`src/rtl/mem_port_arbiter_pkg.sv`:
```
// Shared types and constants for the unified memory-port arbiter.
// Optional round-robin arbitration is enabled with the MEM_ARB_RR_EN macro.
package mem_port_arbiter_pkg;

    typedef enum logic [1:0] {
        IDLE   = 2'd0,
        ACCESS = 2'd1,
        DONE   = 2'd2
    } state_t;

    typedef enum logic {
        OWN_IF = 1'b0,
        OWN_D  = 1'b1
    } owner_t;

    localparam int DEFAULT_MEM_LATENCY = 2;
    localparam int CNT_W               = 4;

endpackage

```
`src/rtl/mem_port_arbiter_if.sv`:
```
// Requester and memory-side bundle of the memory-port arbiter.
// master: requesters plus memory model; slave: the arbiter itself.
interface mem_port_arbiter_if #(
    parameter int XLEN = 32
);
    logic            if_req;
    logic [XLEN-1:0] if_addr;
    logic            if_ready;
    logic            if_rvalid;
    logic [XLEN-1:0] if_rdata;

    logic            d_req;
    logic            d_we;
    logic [XLEN-1:0] d_addr;
    logic [XLEN-1:0] d_wdata;
    logic            d_ready;
    logic            d_rvalid;
    logic [XLEN-1:0] d_rdata;

    logic [XLEN-1:0] mem_addr;
    logic            mem_re;
    logic            mem_we;
    logic [XLEN-1:0] mem_wdata;
    logic [XLEN-1:0] mem_rdata;

    logic            busy;

    modport master (
        output if_req, if_addr, d_req, d_we, d_addr, d_wdata, mem_rdata,
        input  if_ready, if_rvalid, if_rdata, d_ready, d_rvalid, d_rdata,
        input  mem_addr, mem_re, mem_we, mem_wdata, busy
    );

    modport slave (
        input  if_req, if_addr, d_req, d_we, d_addr, d_wdata, mem_rdata,
        output if_ready, if_rvalid, if_rdata, d_ready, d_rvalid, d_rdata,
        output mem_addr, mem_re, mem_we, mem_wdata, busy
    );

endinterface

```
`src/rtl/mem_port_arbiter_pick.sv`:
```
// Combinational grant selection between fetch and data requesters.
// With MEM_ARB_RR_EN defined, contention alternates using last_grant;
// otherwise data always beats fetch.
module mem_arb_pick
    import mem_port_arbiter_pkg::*;
(
    input  logic   if_req,
    input  logic   d_req,
`ifdef MEM_ARB_RR_EN
    input  owner_t last_grant,
`endif
    output logic   grant_if,
    output logic   grant_d
);

    // At most one grant; a lone requester always wins.
    always_comb begin
        grant_if = 1'b0;
        grant_d  = 1'b0;
`ifdef MEM_ARB_RR_EN
        if (if_req && d_req) begin
            grant_d  = (last_grant == OWN_IF);
            grant_if = (last_grant == OWN_D);
        end else begin
            grant_d  = d_req;
            grant_if = if_req;
        end
`else
        grant_d  = d_req;
        grant_if = if_req && !d_req;
`endif
    end

endmodule

```
`src/rtl/mem_port_arbiter.sv`:
```
// Shares one memory port between instruction fetch and data access.
// IDLE accepts one request, ACCESS holds a strobe for MEM_LATENCY cycles,
// DONE pulses the owner's rvalid. MEM_ARB_RR_EN selects round-robin grants.
module mem_port_arbiter
    import mem_port_arbiter_pkg::*;
#(
    parameter int XLEN        = 32,
    parameter int MEM_LATENCY = DEFAULT_MEM_LATENCY
)(
    input  logic               clk,
    input  logic               reset,
    mem_port_arbiter_if.slave  bus
);

    state_t            state_q, state_d;
    owner_t            owner_q, owner_d;
    logic              we_q, we_d;
    logic [XLEN-1:0]   addr_q, addr_d;
    logic [XLEN-1:0]   wdata_q, wdata_d;
    logic [XLEN-1:0]   if_rdata_q, if_rdata_d;
    logic [XLEN-1:0]   d_rdata_q, d_rdata_d;
    logic [CNT_W-1:0]  cnt_q, cnt_d;
    logic              mem_re_q, mem_re_d;
    logic              mem_we_q, mem_we_d;
    logic              if_rvalid_q, if_rvalid_d;
    logic              d_rvalid_q, d_rvalid_d;
    logic              busy_q, busy_d;
    logic              pick_if, pick_d;
    logic              if_ready, d_ready;
`ifdef MEM_ARB_RR_EN
    owner_t            last_grant_q, last_grant_d;
`endif

    mem_arb_pick u_pick (
        .if_req     (bus.if_req),
        .d_req      (bus.d_req),
`ifdef MEM_ARB_RR_EN
        .last_grant (last_grant_q),
`endif
        .grant_if   (pick_if),
        .grant_d    (pick_d)
    );

    // Next-state, latch and strobe computation for the three-state sequencer.
    always_comb begin
        state_d     = state_q;
        owner_d     = owner_q;
        we_d        = we_q;
        addr_d      = addr_q;
        wdata_d     = wdata_q;
        if_rdata_d  = if_rdata_q;
        d_rdata_d   = d_rdata_q;
        cnt_d       = cnt_q;
        mem_re_d    = mem_re_q;
        mem_we_d    = mem_we_q;
        if_rvalid_d = 1'b0;
        d_rvalid_d  = 1'b0;
        busy_d      = busy_q;
        if_ready    = 1'b0;
        d_ready     = 1'b0;
`ifdef MEM_ARB_RR_EN
        last_grant_d = last_grant_q;
`endif
        case (state_q)
            IDLE: begin
                if (pick_d || pick_if) begin
                    if_ready = pick_if;
                    d_ready  = pick_d;
                    owner_d  = pick_d ? OWN_D : OWN_IF;
                    addr_d   = pick_d ? bus.d_addr : bus.if_addr;
                    we_d     = pick_d && bus.d_we;
                    wdata_d  = pick_d ? bus.d_wdata : '0;
                    cnt_d    = CNT_W'(MEM_LATENCY - 1);
                    mem_re_d = !(pick_d && bus.d_we);
                    mem_we_d = pick_d && bus.d_we;
                    busy_d   = 1'b1;
                    state_d  = ACCESS;
`ifdef MEM_ARB_RR_EN
                    last_grant_d = pick_d ? OWN_D : OWN_IF;
`endif
                end
            end
            ACCESS: begin
                if (cnt_q == '0) begin
                    mem_re_d = 1'b0;
                    mem_we_d = 1'b0;
                    if (!we_q) begin
                        if (owner_q == OWN_D) d_rdata_d  = bus.mem_rdata;
                        else                  if_rdata_d = bus.mem_rdata;
                    end
                    if_rvalid_d = (owner_q == OWN_IF);
                    d_rvalid_d  = (owner_q == OWN_D);
                    state_d     = DONE;
                end else begin
                    cnt_d = cnt_q - 1'b1;
                end
            end
            DONE: begin
                busy_d  = 1'b0;
                state_d = IDLE;
            end
            default: begin
                mem_re_d = 1'b0;
                mem_we_d = 1'b0;
                busy_d   = 1'b0;
                state_d  = IDLE;
            end
        endcase
    end

    // State and output registers; reset clears everything and aborts an access.
    always_ff @(posedge clk) begin
        if (reset) begin
            state_q     <= IDLE;
            owner_q     <= OWN_IF;
            we_q        <= 1'b0;
            addr_q      <= '0;
            wdata_q     <= '0;
            if_rdata_q  <= '0;
            d_rdata_q   <= '0;
            cnt_q       <= '0;
            mem_re_q    <= 1'b0;
            mem_we_q    <= 1'b0;
            if_rvalid_q <= 1'b0;
            d_rvalid_q  <= 1'b0;
            busy_q      <= 1'b0;
`ifdef MEM_ARB_RR_EN
            last_grant_q <= OWN_IF;
`endif
        end else begin
            state_q     <= state_d;
            owner_q     <= owner_d;
            we_q        <= we_d;
            addr_q      <= addr_d;
            wdata_q     <= wdata_d;
            if_rdata_q  <= if_rdata_d;
            d_rdata_q   <= d_rdata_d;
            cnt_q       <= cnt_d;
            mem_re_q    <= mem_re_d;
            mem_we_q    <= mem_we_d;
            if_rvalid_q <= if_rvalid_d;
            d_rvalid_q  <= d_rvalid_d;
            busy_q      <= busy_d;
`ifdef MEM_ARB_RR_EN
            last_grant_q <= last_grant_d;
`endif
        end
    end

    assign bus.if_ready  = if_ready;
    assign bus.d_ready   = d_ready;
    assign bus.if_rvalid = if_rvalid_q;
    assign bus.d_rvalid  = d_rvalid_q;
    assign bus.if_rdata  = if_rdata_q;
    assign bus.d_rdata   = d_rdata_q;
    assign bus.mem_addr  = addr_q;
    assign bus.mem_wdata = wdata_q;
    assign bus.mem_re    = mem_re_q;
    assign bus.mem_we    = mem_we_q;
    assign bus.busy      = busy_q;

endmodule

```
`src/flat_wrapper.sv`:
```
// flat-port wrapper written by rule: the top's interface ports become plain ports
module mem_port_arbiter_flat import mem_port_arbiter_pkg::*;
#(
    parameter int XLEN        = 32,
    parameter int MEM_LATENCY = DEFAULT_MEM_LATENCY
)
  (clk, reset, bus_if_req, bus_if_addr, bus_d_req, bus_d_we, bus_d_addr, bus_d_wdata, bus_mem_rdata, bus_if_ready, bus_if_rvalid, bus_if_rdata, bus_d_ready, bus_d_rvalid, bus_d_rdata, bus_mem_addr, bus_mem_re, bus_mem_we, bus_mem_wdata, bus_busy);
  mem_port_arbiter_if #(.XLEN(XLEN)) bus_i ();
  input  logic clk;
  input  logic reset;
  input wire logic [$bits(bus_i.if_req)-1:0] bus_if_req;
  input wire logic [$bits(bus_i.if_addr)-1:0] bus_if_addr;
  input wire logic [$bits(bus_i.d_req)-1:0] bus_d_req;
  input wire logic [$bits(bus_i.d_we)-1:0] bus_d_we;
  input wire logic [$bits(bus_i.d_addr)-1:0] bus_d_addr;
  input wire logic [$bits(bus_i.d_wdata)-1:0] bus_d_wdata;
  input wire logic [$bits(bus_i.mem_rdata)-1:0] bus_mem_rdata;
  output wire logic [$bits(bus_i.if_ready)-1:0] bus_if_ready;
  output wire logic [$bits(bus_i.if_rvalid)-1:0] bus_if_rvalid;
  output wire logic [$bits(bus_i.if_rdata)-1:0] bus_if_rdata;
  output wire logic [$bits(bus_i.d_ready)-1:0] bus_d_ready;
  output wire logic [$bits(bus_i.d_rvalid)-1:0] bus_d_rvalid;
  output wire logic [$bits(bus_i.d_rdata)-1:0] bus_d_rdata;
  output wire logic [$bits(bus_i.mem_addr)-1:0] bus_mem_addr;
  output wire logic [$bits(bus_i.mem_re)-1:0] bus_mem_re;
  output wire logic [$bits(bus_i.mem_we)-1:0] bus_mem_we;
  output wire logic [$bits(bus_i.mem_wdata)-1:0] bus_mem_wdata;
  output wire logic [$bits(bus_i.busy)-1:0] bus_busy;
  assign bus_i.if_req = bus_if_req;
  assign bus_i.if_addr = bus_if_addr;
  assign bus_i.d_req = bus_d_req;
  assign bus_i.d_we = bus_d_we;
  assign bus_i.d_addr = bus_d_addr;
  assign bus_i.d_wdata = bus_d_wdata;
  assign bus_i.mem_rdata = bus_mem_rdata;
  assign bus_if_ready = bus_i.if_ready;
  assign bus_if_rvalid = bus_i.if_rvalid;
  assign bus_if_rdata = bus_i.if_rdata;
  assign bus_d_ready = bus_i.d_ready;
  assign bus_d_rvalid = bus_i.d_rvalid;
  assign bus_d_rdata = bus_i.d_rdata;
  assign bus_mem_addr = bus_i.mem_addr;
  assign bus_mem_re = bus_i.mem_re;
  assign bus_mem_we = bus_i.mem_we;
  assign bus_mem_wdata = bus_i.mem_wdata;
  assign bus_busy = bus_i.busy;
  mem_port_arbiter #(.XLEN(XLEN), .MEM_LATENCY(MEM_LATENCY)) u_core (.clk(clk), .reset(reset), .bus(bus_i));
endmodule
```
`config.mk`:
```
export PLATFORM = sky130hd
export DESIGN_NAME = mem_port_arbiter_flat
export DESIGN_NICKNAME = d
export VERILOG_FILES = /design/src/rtl/mem_port_arbiter_pkg.sv /design/src/rtl/mem_port_arbiter_if.sv /design/src/rtl/mem_port_arbiter_pick.sv /design/src/rtl/mem_port_arbiter.sv /design/src/flat_wrapper.sv
export SDC_FILE = /design/constraint.sdc
export NUM_CORES = 1
export LEC_CHECK = 0
export CORE_MARGIN = 3
export CORE_UTILIZATION = 37
export DETAILED_ROUTE_END_ITERATION = 7
export GPL_TIMING_DRIVEN = 0
export HOLD_SLACK_MARGIN = 0.02
export PLACE_DENSITY = 0.74
export SKIP_LAST_GASP = 1
export SLEW_MARGIN = 20
export SYNTH_ARGS = -nofsm -noshare
export SYNTH_HDL_FRONTEND = slang
export SYNTH_SLANG_ARGS = --single-unit
```
`constraint.sdc`:
```
create_clock -name clk -period 1.9 [get_ports clk]
set_input_delay 0.19 -clock clk [delete_from_list [all_inputs] [get_ports clk]]
set_output_delay 0.19 -clock clk [all_outputs]
set_load 0.005 [all_outputs]
```
==> impl_metrics.tcl <==
set metrics [dict create \
    status "finished, violations left" \
    violations "negative setup slack" \
    drive_above_1_share_pct 8.624 \
    initial_core_util_pct 38.07 \
    fp.dieH_microns 131.3 \
    die_x_microns 131.3 \
    drv_slew 0 \
    nFillCells 1321 \
    place_congestion 0.7918 \
    crit_type "reg2reg" \
    finalCriticalPeriod_ps 1984 \
    tritoncts "yes" \
    synth_seq_cells 141 \
    route.vias.total 5396 \
    worst_slew_pin_slew_ps 666.0 \
    fin_nets 1038 \
    top_level_ports 268 \
    cts_buffers 17 \
    rsz0062_at_grt "true" \
    clock_latency_ps 420 \
    worst_slack_ps -83.73 \
    fin_skew_ps 7.669 \
    antenna_cells 0 \
    dpl.hpwl_microns 13730 \
    mostFrequentLayoutCells "264 x clkdlybuf4s50_1, 138 x dfxtp_1, 99 x nand2b_1" \
    grt_max_degree 17 \
    grt_pass1_vias 5354 \
    critPathRequiredTime_ps 2200 \
    max_freq_mhz 504.1 \
    fin_crit_sh_pct 104.4 \
    clk_pin_slew_ps 60 \
    drv_cap 0 \
    post-place-ws_ps -562.8 \
    syn-num-nets 737 \
    clockRootBuffer "clkbuf_16" \
    holdCritPathClass "in2reg" \
    dp_cells 1079 \
    rows 45 \
    antenna_found_initial 0 \
    cp.arrival_ps 2290 \
    core_area_sq_um 15260 \
    synthCells 602 \
    start_kind "register" \
    finalHoldViolations 0 \
    finalHoldWorstSlack_ps 279.4 \
    clock-sinks 141 \
    leakage_nw 3.713 \
    ys_warn_count 0 \
    numPortBuffers 266 \
    dieArea_sq_um 17240 \
    grt_pass1_wl_microns 28480 \
    path_max_fanout 5 \
    utilization_pct 63.12 \
    syn_avg_cell_area_sq_um 9.650 \
    area_growth_pct 65.78 \
    layoutNonFillerInstCount 1127 \
    setup_tns_ps -793.9 \
    yosysSeqAreaShare_pct 48.59 \
    overflow 0 \
    ys_types 37 \
    wl_microns 18510 \
    vdd_drop_max_mv 0.6312 \
    final_common_cell "clkdlybuf4s50_1" \
    dr.first_iter.drc_count 263 \
    power_mw 8.652 \
    synth.cell_area_sq_um 5809 \
    cts_max_level 4 \
    detail-route-antenna-nets 0 \
    globalRouteTotalUtil_pct 20.67 \
    vias_per_cell 4.788 \
    postPlaceCellArea_sq_um 8740 \
    powerDensity_nw_per_um2 898.4 \
    setup_viol 23 \
    final_area_sq_um 9630 \
    relSlewSlack_pct 55.60 \
    cts.path.max_buffers 2 \
    routedWlPerCell_microns 16.43 \
    cp-end-kind "register" \
    dr.pass1.iters 4 \
    drc 0 \
]
## power by group
group | switching (mW) | internal [mW]
registers | 0.142 | 3.21
clock network | 1.32 | 2.11
logic | 0.781 | 1.10
total | 2.24 | 6.41
## critical path: stages, from the launching register on
cell and delay [ps]:
dfxtp_2 330, inv_2 80, ha_4 130, or3b_4 420, or4_4 600, clkbuf_16 190, mux2i_1 110
## final cells by class
type | instances | area, sq um | area share [%]
Sequential cell | 141 | 2826 | 29.35
Clock inverter | 13 | 162.7 | 1.689
Multi-Input combinational cell | 405 | 2810 | 29.18
Timing Repair Buffer | 284 | 2850 | 29.60
Buffer | 49 | 254.0 | 2.637
Tap cell | 211 | 264.0 | 2.741
Inverter | 5 | 20.02 | 0.2079
Clock buffer | 19 | 442.9 | 4.599
## kinds of logic (layout without fill, tap and decap cells)
kind of cell	after synthesis	in the layout	synth area share [%]
muxes	96	96	16.54
and+or+nand+nor	160	160	15.87
adders and majority gates	2	2	0.4307
AOI/OAI and AO/OA	147	147	14.47
buffers and inverters	56	370	4.092
DFF	141	141	48.59
## worst paths after layout
check,startpoint,depth (start not counted),to,slack [ps]
setup / recovery,u_core.cnt_q[1]$_SDFFE_PP0P_,6,u_core.bus.if_rdata[25]$_SDFFE_PP0P_,-80
hold / removal,reset,2,u_core.state_q[1]$_SDFFE_PP0P_,280
setup reg to reg,u_core.cnt_q[1]$_SDFFE_PP0P_,6,u_core.bus.if_rdata[25]$_SDFFE_PP0P_,-80
hold reg to reg,u_core.bus.if_rdata[17]$_SDFFE_PP0P_,2,u_core.bus.if_rdata[17]$_SDFFE_PP0P_,470
## layer usage
layer	track usage (%)	vias up	routed length (microns)
li1	-	2697	-
met1	23.65	2459	7667
met2	35.34	216	9084
met3	7.695	24	1424
met4	7.643	0	335
met5	0	-	0
## registers in the layout (all words and copies together) (netlist names)
| register | cells |
|---|---|
| u_core.bus.mem_re | 1 |
| u_core.bus.busy | 1 |
| u_core.bus.if_rvalid | 1 |
| u_core.bus.mem_we | 1 |
| u_core.bus.d_rdata | 32 |
| u_core.bus.d_rvalid | 1 |
| u_core.bus.if_rdata | 32 |
| u_core.we_q | 1 |
| u_core.state_q | 2 |
| u_core.bus.mem_addr | 32 |
| u_core.bus.mem_wdata | 32 |
| u_core.owner_q | 1 |
| u_core.cnt_q | 4 |
## repair_timing
| action | 4_1_cts | 5_1_grt |
|---|---|---|
| resized for setup | 33 | 16 |
| setup buffers | 6 | 8 |
| cloned | 2 | 2 |
| hold endpoints to repair | 0 | 0 |
| hold buffers | 0 | 0 |
| pin swaps | 2 | 4 |
| endpoints found under the setup margin | 92 | 82 |
## synth_stat cells, drive strengths merged
master  count  area share [%]
a31o        1            0.15
or3         2            0.22
dfxtp     141              49
nor4        2            0.32
nor3b       1            0.13
o21bai      1            0.13
and2        1            0.11
nand3       3            0.26
ha          2            0.43
inv         4            0.26
buf        12             1.2
nand4b      1            0.15
mux2i      96              17
clkbuf     39             2.5
o21ai      35             3.0
or3b        1            0.15
nor2        3            0.19
a22oi       1            0.13
nor4b       1            0.26
or4         2            0.32
clkinv      1           0.065
nor3        2            0.17
nand2b     99              11
a31oi       2            0.22
or2         2            0.22
o22ai       1            0.11
o221ai      2            0.30
nor2b       3            0.32
a211oi     33             4.3
a21oi      70             6.0
nand2      37             2.4
o211ai      1            0.13
Power figures use the tool's default switching activity.
